[config.mk]
export PLATFORM = sky130hd
export DESIGN_NAME = alu_sequencer
export DESIGN_NICKNAME = d
export VERILOG_FILES = /design/src/rtl/alu_seq_pkg.sv /design/src/rtl/alu_seq_fsm.sv /design/src/rtl/alu_sequencer.sv
export SDC_FILE = /design/constraint.sdc
export NUM_CORES = 1
export LEC_CHECK = 0
export ABC_CLOCK_PERIOD_IN_PS = 1800
export BUFFER_PORTS_ARGS = -buffer_cell sky130_fd_sc_hd__buf_2
export CAP_MARGIN = 20
export CORE_UTILIZATION = 47
export CTS_CLUSTER_SIZE = 40
export DETAILED_ROUTE_END_ITERATION = 10
export PLACE_DENSITY_LB_ADDON = 0.05
export SYNTH_ARGS = -nofsm -noshare
export SYNTH_HDL_FRONTEND = slang
export SYNTH_SLANG_ARGS = --single-unit
[constraint.sdc]
create_clock -name clk -period 1.8 [get_ports clk]
set_input_delay 0 -clock clk [delete_from_list [all_inputs] [get_ports clk]]
set_output_delay 0 -clock clk [all_outputs]
set_load 0.05 [all_outputs]
[src/rtl/alu_seq_pkg.sv]
// Shared types and decode helpers for the ALU execute sequencer.
//   opcode_e  : 5-bit ALU-class opcodes
//   state_e   : sequencer FSM states
//   flags_t   : architectural status flags {c,z,n,o}
//   instr_t   : instruction word field layout
//   flag_mask : per-opcode flag update mask
//   is_legal  : opcode legality check
package alu_seq_pkg;

  localparam int unsigned DATA_W = 16;
  localparam int unsigned ADDR_W = 3;
  localparam int unsigned OP_W   = 5;
  localparam int unsigned SEL_W  = 4;
  localparam int unsigned IMM_W  = 5;

  typedef enum logic [OP_W-1:0] {
    OP_ADD  = 5'd0,
    OP_SUB  = 5'd1,
    OP_ADDI = 5'd2,
    OP_AND  = 5'd3,
    OP_OR   = 5'd4,
    OP_XOR  = 5'd5,
    OP_NOT  = 5'd6,
    OP_INV  = 5'd7,
    OP_ROR  = 5'd8,
    OP_ROL  = 5'd9,
    OP_SHR  = 5'd10,
    OP_SHL  = 5'd11
  } opcode_e;

  typedef enum logic [2:0] {
    ST_IDLE = 3'd0,
    ST_READ = 3'd1,
    ST_EXEC = 3'd2,
    ST_WB   = 3'd3,
    ST_ILL  = 3'd4
  } state_e;

  typedef struct packed {
    logic c;
    logic z;
    logic n;
    logic o;
  } flags_t;

  // imm5 overlays rs2 plus the two low bits
  typedef struct packed {
    logic [OP_W-1:0]   op;
    logic [ADDR_W-1:0] rd;
    logic [ADDR_W-1:0] rs1;
    logic [ADDR_W-1:0] rs2;
    logic [1:0]        imm_lo;
  } instr_t;

  // Which flags an opcode is allowed to update
  function automatic flags_t flag_mask(input logic [OP_W-1:0] op);
    flags_t m;
    m = flags_t'(4'b0000);
    case (op)
      OP_ADD, OP_SUB, OP_ADDI:               m = flags_t'(4'b1111);
      OP_AND, OP_OR, OP_XOR, OP_NOT, OP_INV: m = flags_t'(4'b0110);
      OP_ROR, OP_ROL, OP_SHR, OP_SHL:        m = flags_t'(4'b1110);
      default:                               m = flags_t'(4'b0000);
    endcase
    return m;
  endfunction

  function automatic logic is_legal(input logic [OP_W-1:0] op);
    return (op <= OP_SHL);
  endfunction

endpackage

[src/rtl/alu_seq_fsm.sv]
// Sequencer control FSM: state register, next-state decode and registered
// handshake/strobe outputs (each strobe reflects the state being entered).
//   clk, reset_n  : clock, async active-low reset
//   instr_valid   : instruction offered
//   op_legal_c    : offered opcode is legal (combinational decode)
//   state         : current state
//   accept_c      : handshake completes this cycle
//   instr_ready   : sequencer idle
//   rf_we, done, illegal : write-back / retire / reject strobes
module alu_seq_fsm
  import alu_seq_pkg::*;
(
  input  logic   clk,
  input  logic   reset_n,
  input  logic   instr_valid,
  input  logic   op_legal_c,
  output state_e state,
  output logic   accept_c,
  output logic   instr_ready,
  output logic   rf_we,
  output logic   done,
  output logic   illegal
);

  state_e state_d;
  logic   ready_d;
  logic   we_d;
  logic   done_d;
  logic   ill_d;

  // State and strobe registers
  always_ff @(posedge clk or negedge reset_n) begin
    if (!reset_n) begin
      state       <= ST_IDLE;
      instr_ready <= 1'b1;
      rf_we       <= 1'b0;
      done        <= 1'b0;
      illegal     <= 1'b0;
    end else begin
      state       <= state_d;
      instr_ready <= ready_d;
      rf_we       <= we_d;
      done        <= done_d;
      illegal     <= ill_d;
    end
  end

  // Next state, plus strobes decoded from the state about to be entered
  always_comb begin
    state_d  = state;
    accept_c = 1'b0;
    ready_d  = 1'b0;
    we_d     = 1'b0;
    done_d   = 1'b0;
    ill_d    = 1'b0;
    case (state)
      ST_IDLE: begin
        if (instr_valid) begin
          accept_c = 1'b1;
          state_d  = op_legal_c ? ST_READ : ST_ILL;
        end
      end
      ST_READ: state_d = ST_EXEC;
      ST_EXEC: state_d = ST_WB;
      ST_WB:   state_d = ST_IDLE;
      ST_ILL:  state_d = ST_IDLE;
      default: state_d = ST_IDLE;
    endcase
    ready_d = (state_d == ST_IDLE);
    we_d    = (state_d == ST_WB);
    done_d  = (state_d == ST_WB) || (state_d == ST_ILL);
    ill_d   = (state_d == ST_ILL);
  end

endmodule

[src/rtl/alu_sequencer.sv]
// Multi-cycle execute controller between instruction issue and the external
// ALU / register file. Reads operands, drives the ALU, writes back and keeps
// the masked C/Z/N/O status register.
//   clk, reset_n              : clock, async active-low reset
//   instr/instr_valid/ready   : instruction handshake
//   rf_raddr_a/b, rf_rdata_a/b: operand reads (rs1/rs2)
//   rf_we/rf_waddr/rf_wdata   : result write-back
//   alu_a/alu_b/alu_s         : ALU operands and selector (zero outside EXEC)
//   alu_r, alu_c/z/n/o        : ALU result and flags
//   flag_c/z/n/o              : architectural status register
//   done, illegal             : retire / reject pulses
module alu_sequencer
  import alu_seq_pkg::*;
(
  input  logic              clk,
  input  logic              reset_n,
  input  logic [DATA_W-1:0] instr,
  input  logic              instr_valid,
  output logic              instr_ready,
  output logic [ADDR_W-1:0] rf_raddr_a,
  output logic [ADDR_W-1:0] rf_raddr_b,
  input  logic [DATA_W-1:0] rf_rdata_a,
  input  logic [DATA_W-1:0] rf_rdata_b,
  output logic              rf_we,
  output logic [ADDR_W-1:0] rf_waddr,
  output logic [DATA_W-1:0] rf_wdata,
  output logic [DATA_W-1:0] alu_a,
  output logic [DATA_W-1:0] alu_b,
  output logic [SEL_W-1:0]  alu_s,
  input  logic [DATA_W-1:0] alu_r,
  input  logic              alu_c,
  input  logic              alu_z,
  input  logic              alu_n,
  input  logic              alu_o,
  output logic              flag_c,
  output logic              flag_z,
  output logic              flag_n,
  output logic              flag_o,
  output logic              done,
  output logic              illegal
);

  instr_t            instr_w;
  state_e            state;
  logic              accept_c;
  logic [OP_W-1:0]   op_q;
  logic [ADDR_W-1:0] rd_q;
  logic [IMM_W-1:0]  imm_q;
  flags_t            aflags_q;
  flags_t            flags_q;
  flags_t            mask_c;
  logic [DATA_W-1:0] opb_c;

  assign instr_w = instr_t'(instr);
  assign mask_c  = flag_mask(op_q);

  alu_seq_fsm u_fsm (
    .clk         (clk),
    .reset_n     (reset_n),
    .instr_valid (instr_valid),
    .op_legal_c  (is_legal(instr_w.op)),
    .state       (state),
    .accept_c    (accept_c),
    .instr_ready (instr_ready),
    .rf_we       (rf_we),
    .done        (done),
    .illegal     (illegal)
  );

  // Second ALU operand: sign-extended immediate, carry-in for rotates, else rs2
  always_comb begin
    opb_c = rf_rdata_b;
    case (op_q)
      OP_ADDI:        opb_c = {{(DATA_W-IMM_W){imm_q[IMM_W-1]}}, imm_q};
      OP_ROR, OP_ROL: opb_c = {{(DATA_W-1){1'b0}}, flags_q.c};
      default:        opb_c = rf_rdata_b;
    endcase
  end

  // Datapath registers; each output is loaded on entry to the state that owns it
  always_ff @(posedge clk or negedge reset_n) begin
    if (!reset_n) begin
      op_q       <= '0;
      rd_q       <= '0;
      imm_q      <= '0;
      rf_raddr_a <= '0;
      rf_raddr_b <= '0;
      alu_a      <= '0;
      alu_b      <= '0;
      alu_s      <= '0;
      rf_waddr   <= '0;
      rf_wdata   <= '0;
      aflags_q   <= flags_t'(4'b0000);
      flags_q    <= flags_t'(4'b0000);
    end else begin
      if (accept_c) begin
        op_q  <= instr_w.op;
        rd_q  <= instr_w.rd;
        imm_q <= {instr_w.rs2, instr_w.imm_lo};
      end
      rf_raddr_a <= accept_c ? instr_w.rs1 : '0;
      rf_raddr_b <= accept_c ? instr_w.rs2 : '0;

      // Operands are captured leaving READ, so rd aliasing rs1/rs2 is harmless
      alu_a <= (state == ST_READ) ? rf_rdata_a : '0;
      alu_b <= (state == ST_READ) ? opb_c : '0;
      alu_s <= (state == ST_READ) ? op_q[SEL_W-1:0] : '0;

      rf_wdata <= (state == ST_EXEC) ? alu_r : '0;
      rf_waddr <= (state == ST_EXEC) ? rd_q : '0;
      if (state == ST_EXEC) begin
        aflags_q <= flags_t'({alu_c, alu_z, alu_n, alu_o});
      end

      // Masked flag commit as WB retires
      if (state == ST_WB) begin
        flags_q <= flags_t'((flags_q & ~mask_c) | (aflags_q & mask_c));
      end
    end
  end

  assign flag_c = flags_q.c;
  assign flag_z = flags_q.z;
  assign flag_n = flags_q.n;
  assign flag_o = flags_q.o;

endmodule
* Yosys cells after proc, flatten, opt, wreduce, memory -nomap -nowiden
Memory sizes are Yosys's and may differ from the RTL's. Index checks and enable logic that the tools add are counted.
Storage, ports and cells: flip-flop bits (word level) 89, memory bits (read-only) 64, input port bits 71, output and inout bits 69, logic and storage cells 55, memories 1
Operators by class: magnitude comparators 1, equal/unequal tests 8, muxes and demuxes 14, bitwise operators 4, reduce and logical (&&, ||, !) cells 4
Memories:
- (name not given) | depth 16, bits a word 4, read ports 1, clocked after memory_dff 0, write ports 0, RTL line alu_seq_pkg.sv:59 | case (op)
Operators by type and width (number):
- 2-to-1 mux 16 bit | 3
- case mux 16 bit (2 select lines) | 1
- 2-to-1 mux 3 bit | 5
- equality test 5 x 4 -> 1 bit, second input constant | 2
- equality test 3 x 2 -> 1 bit, second input constant | 3
- case mux 3 bit (3 select lines) | 1
- AND 4 bit | 2
- 2-to-1 mux 4 bit | 2
- zero test 3 bit | 2
- equality test 5 x 2 -> 1 bit, second input constant | 1
- less-or-equal comparator 5 x 4 -> 1 bit, second input constant | 1
- inverter 4 bit | 1
- bitwise OR 4 bit | 1
- equality test 3 x 1 -> 1 bit, second input constant | 1
- equality test 3 bit, second input constant | 1
- 2-to-1 mux 1 bit | 2
- OR reduction 2 bit | 1
- logical OR 1 bit | 1

* Longest topological paths before layout
depth in word-level cells 6, gate-level depth with buffers 4

* By module
From an unflattened synthesis, not the netlist that was laid out.
Unflattened totals: cells, all modules 218, area total of the unflattened synthesis 3184.3 um^2
Modules (own cells, without submodules):
- alu_sequencer | instances 1, cells an instance 198, area each 2906.5 um^2, seq. area each 2052.0 um^2
- alu_seq_fsm | instances 1, cells an instance 20, area each 277.8 um^2, seq. area each 176.4 um^2

* Worst setup path after synthesis
Ideal clock, no wire load.
kind register -> register, start point register u_fsm.state[2], end point register (tool-made name), arrival 1397 ps, slack 279 ps, cell stages (with the launch flop) 4, period minus slack after synthesis 1521 ps, cells stage by stage dfrtp_1 nand4bb_1 a2111oi_2 mux2_2
RTL lines:
- from (decl) | RTL line alu_seq_fsm.sv:17 | output state_e state,
- from (signal assigned) | RTL line alu_seq_fsm.sv:40 | state <= state_d;

* Final worst setup path
start point register op_q[1], end point register alu_b[12]
On the way: word-level cells in the longest chain between the ends 4, elaborated cells on any way between the ends 6, those cells by class eq/ne (3); mux (2); reduce/logical (1)
Ends and longest elaborated chain:
- from (decl) | RTL line alu_sequencer.sv:46 | logic [OP_W-1:0] op_q;
- from (signal assigned) | RTL line alu_sequencer.sv:97 | op_q <= instr_w.op;
- equality test 5 x 4 -> 1 bit | RTL line alu_sequencer.sv:73 | case (op_q)
- OR reduction 2 bit | RTL line alu_sequencer.sv:73
- case mux 16 bit (2 select lines) * | RTL line alu_sequencer.sv:73
- 2-to-1 mux 16 bit * | RTL line alu_sequencer.sv:106 | alu_b <= (state == ST_READ) ? opb_c : '0;
- to (signal assigned) | RTL line alu_sequencer.sv:106
- to (decl) | RTL line alu_sequencer.sv:28 | output logic [DATA_W-1:0] alu_b,
Mark *: on every way between the ends. The rest lies on a longest branch, timed or not. A chain may end at the register's enable or synchronous reset.

==> summary.md <==
| Metric | Value |
|---|---|
| Post-route DRC | `14` |
| Antenna Nets Post-Route | `0` |
| Critical Path End | `alu_b[12]` |
| Syn Inst Count | `about 220` |
| Maxcap violations | `0` |
| Synth cell count leaders | `88 x dfrtp_1, 44 x and2_1, 20 x mux2_2` |
| Async set-reset flop share out of synthesis | `1.00` |
| CP Launch Type | `register` |
| #FFs+latches synth | `about 90` |
| I/O pins | `140` |
| Most common cell in the netlist | `dfrtp_1` |
| Max FO, Critical Path | `12` |
| Setup crit start | `op_q[1]` |
| DRT Pass-1 Iters | `8` |
| Die area | `0.00712 mm²` |
| Clock buffer depth | `2` |
| Worst-Margin Slew | `555 ps` |
| Violated checks | `design-rule violations` |
| Multi-input gate area | `867 µm²` |
| Top-area cell type share of the netlist area | `0.690` |
| Post-synth net total | `approximately 290` |
| Synth area leaders | `dfrtp_1 69%, and2_1 8.6%, mux2_2 7.1%, a21oi_1 2.0%, inv_1 1.6%` |
| Nets | `between 500 and 600` |
| Count of pins over their slew limit | `0` |
| Fin Hold WS | `127 ps` |
| Largest net degree at the start of global routing | `39` |
| Tmin final | `1670 ps` |
| Flop pwr share | `0.394` |
| Root buffer selected by CTS | `clkbuf_8` |
| Worst VDD drop | `0.000884 V` |
| Global-route wire length before repair | `about 12,000 µm` |
| I/O Buffers | `about 140` |
| FF-to-FF Start | `op_q[1]` |
| Flop2flop setup slack | `between 100 and 150 ps` |
| H-tree level count | `3` |
| Ys flop type | `dfrtp_1` |
| Int Pwr | `4.27 mW` |
| Net Sw Frac | `0.424` |
| Fmax | `between 500 and 600 MHz` |
| Switch Pwr | `3.14 mW` |
| Post-DP HPWL | `4510 µm` |
| Number of global-route vias before repair | `~2,500` |
| Clock group share of total power | `0.171` |
| Setup violators final | `0` |
| Drt first-iter violations | `148` |
| Syn. warnings | `0` |
| Num CTS Buffers | `9` |
| Num rows | `29` |
| Fin Setup TNS | `0 ps` |
| Antenna cells | `0` |
| Vias after detailed routing | `2,435` |
| CTS tree | `yes` |
| Area leader, netlist | `dfrtp_1` |
| RePlAce Congestion | `0.742` |
| Clock transition at path regs | `80 ps` |
| Slew margin rel. | `0.629` |
| Antenna violations before repair | `0` |
| Worst-path cell chain | `or3b_1, o311ai_4, a21oi_1` |
| Clk Latency, worst-skew pair | `approximately 340 ps` |
| Combinational Power Share | `0.435` |
| Final WL | `7350 µm` |
| Slowest-stage cell, CP | `o311ai_4` |
| Grt ovf | `0` |
| Sequential standard cell area | `0.00223 mm²` |
| CP required | `1990 ps` |
| Sequential element share of the synthesized area | `0.698` |
| Data arrival, critical path | `1860 ps` |
| Chip Height | `84.4 µm` |
| Starting Density | `0.494` |
| Worst R2R End | `alu_b[12]` |
| Hold Vio Cnt, Final | `0` |
| Reg2Reg Depth | `3` |
| Clock net sink count | `89` |
| CP Class | `register to register` |
| CP endpoint kind | `register` |
| Clk_skew | `7.59 ps` |
| Drt via density | `4.66` |
| Worst hold path class | `input pin to asynchronous set/reset pin` |
| Avg WL per Cell | `14.1 µm` |
| Area delta synth->final | `53.3%` |
| Die Wd | `84.4 µm` |
| EDFF count, synth | `0` |
| GRT Overall Usage | `0.220` |
| RSZ-0062 raised after global routing | `no` |
| Status | `complete, but fails checks` |
| Netlist cell types | `31` |
| Synth Cell Area | `0.00319 mm²` |
| Leakage | `2.62 nW` |
| Critical Path Max Stage Delay | `510 ps` |
| Mapped Avg Cell Area | `between 10 and 15 µm²` |
| Pwr/cell area | `1520 mW/mm²` |
| # fillers | `413` |
| Std-Cell Core Area | `about 0.0065 mm²` |
| Setup slack after layout | `127 ps` |
| Layout cells sized above 1 | `0.433` |
| Placement Setup Slack | `136 ps` |
| Fin crit share | `0.929` |
-- flip-flops by register name (all words and copies together), names as in the netlist, 4 cells and up, named ones only --
register and flops:
alu_s 4, alu_a 16, aflags_q 4, rf_wdata 16, op_q 5, imm_q 5, alu_b 16
-- worst min-delay path by stage --
stage	end	slack [ps]	depth (start not counted)
floorplan	asynchronous set/reset pin	-300	0
global placement	alu_b[11]	-60	1
detailed placement	alu_b[13]	-60	1
CTS	alu_b[13]	100	2
global route	alu_b[6]	160	2
finish	alu_b[5]	130	2
-- per-layer routing --
metal,routed length (µm),track usage,up-vias
met5,0,0,-
met4,127,0.0894,0
met3,500,0.0531,12
met2,3760,0.386,95
met1,2970,0.261,1158
li1,-,-,1170
-- metrics by stage --
stage	instance area, µm²	total power, mW	util	std cells
finish	4890	7.42	0.757	523
global route	4890	7.80	0.757	523
CTS	4890	7.47	0.757	523
detailed placement	4020	6.07	0.623	439
global placement	4020	6.03	0.623	439
floorplan	3190	5.27	-	222
-- cells in the final DEF (no fill, tap or decap), types with 2 or more instances in the layout --
cell type / synthesis / layout
clkbuf_1: 5 / 3
buf_2: 1 / 138
dfrtp_1: 88 / 88
a21o_1: 2 / 2
and2_1: 44 / 44
inv_1: 14 / 14
dlygate4sd3_1: 0 / 69
nor3b_2: 2 / 2
nand3_1: 2 / 2
and4_1: 3 / 3
clkbuf_8: 0 / 9
a21oi_1: 13 / 13
a31o_2: 3 / 3
nor2b_1: 3 / 3
mux2_2: 20 / 20
nor2_1: 3 / 3
buf_4: 1 / 9
or2_2: 3 / 3
-- area by class of cell --
| type | count | area share |
|---|---|---|
| repair buffers | 217 | 0.300 |
| well taps | 77 | 0.0197 |
| clock inverters | 3 | 0.00870 |
| clock buffers | 12 | 0.0276 |
| inverters | 14 | 0.0107 |
| flip-flops and latches | 89 | 0.456 |
| multi-input cells | 111 | 0.177 |
-- power groups by stage --
| stage | registers, mW | clock network, mW | logic (mW) |
|---|---|---|---|
| 3_3_place_gp | 2.94 | 0 | 3.09 |
| 2_1_floorplan | 4.36 | 0 | 0.916 |
| 6_report | 2.92 | 1.27 | 3.23 |
| 4_1_cts | 2.92 | 1.31 | 3.24 |
| 5_1_grt | 3.00 | 1.39 | 3.41 |
| 3_5_place_dp | 2.96 | 0 | 3.11 |
-- what timing repair did --
item | in CTS | in global routing
hold buffers | 69 | 0
resized for setup | 0 | 0
buffers inserted | 0 | 0
endpoints found under the hold margin | 161 | 0
-- cells by family after synthesis --
family                 synth area share
flip-flops                        0.698
AND/OR/NAND/NOR                   0.145
AO/OA/AOI/OAI                    0.0565
buffers and inverters            0.0298
multiplexers                     0.0706
-- worst max-delay path, delay by kind of cell (launching register included) --
kind / cells / cell delay, ps
compound gates: 2 / 630
simple gates: 1 / 440
flops: 1 / 460
(Power assumes the default switching activity.)
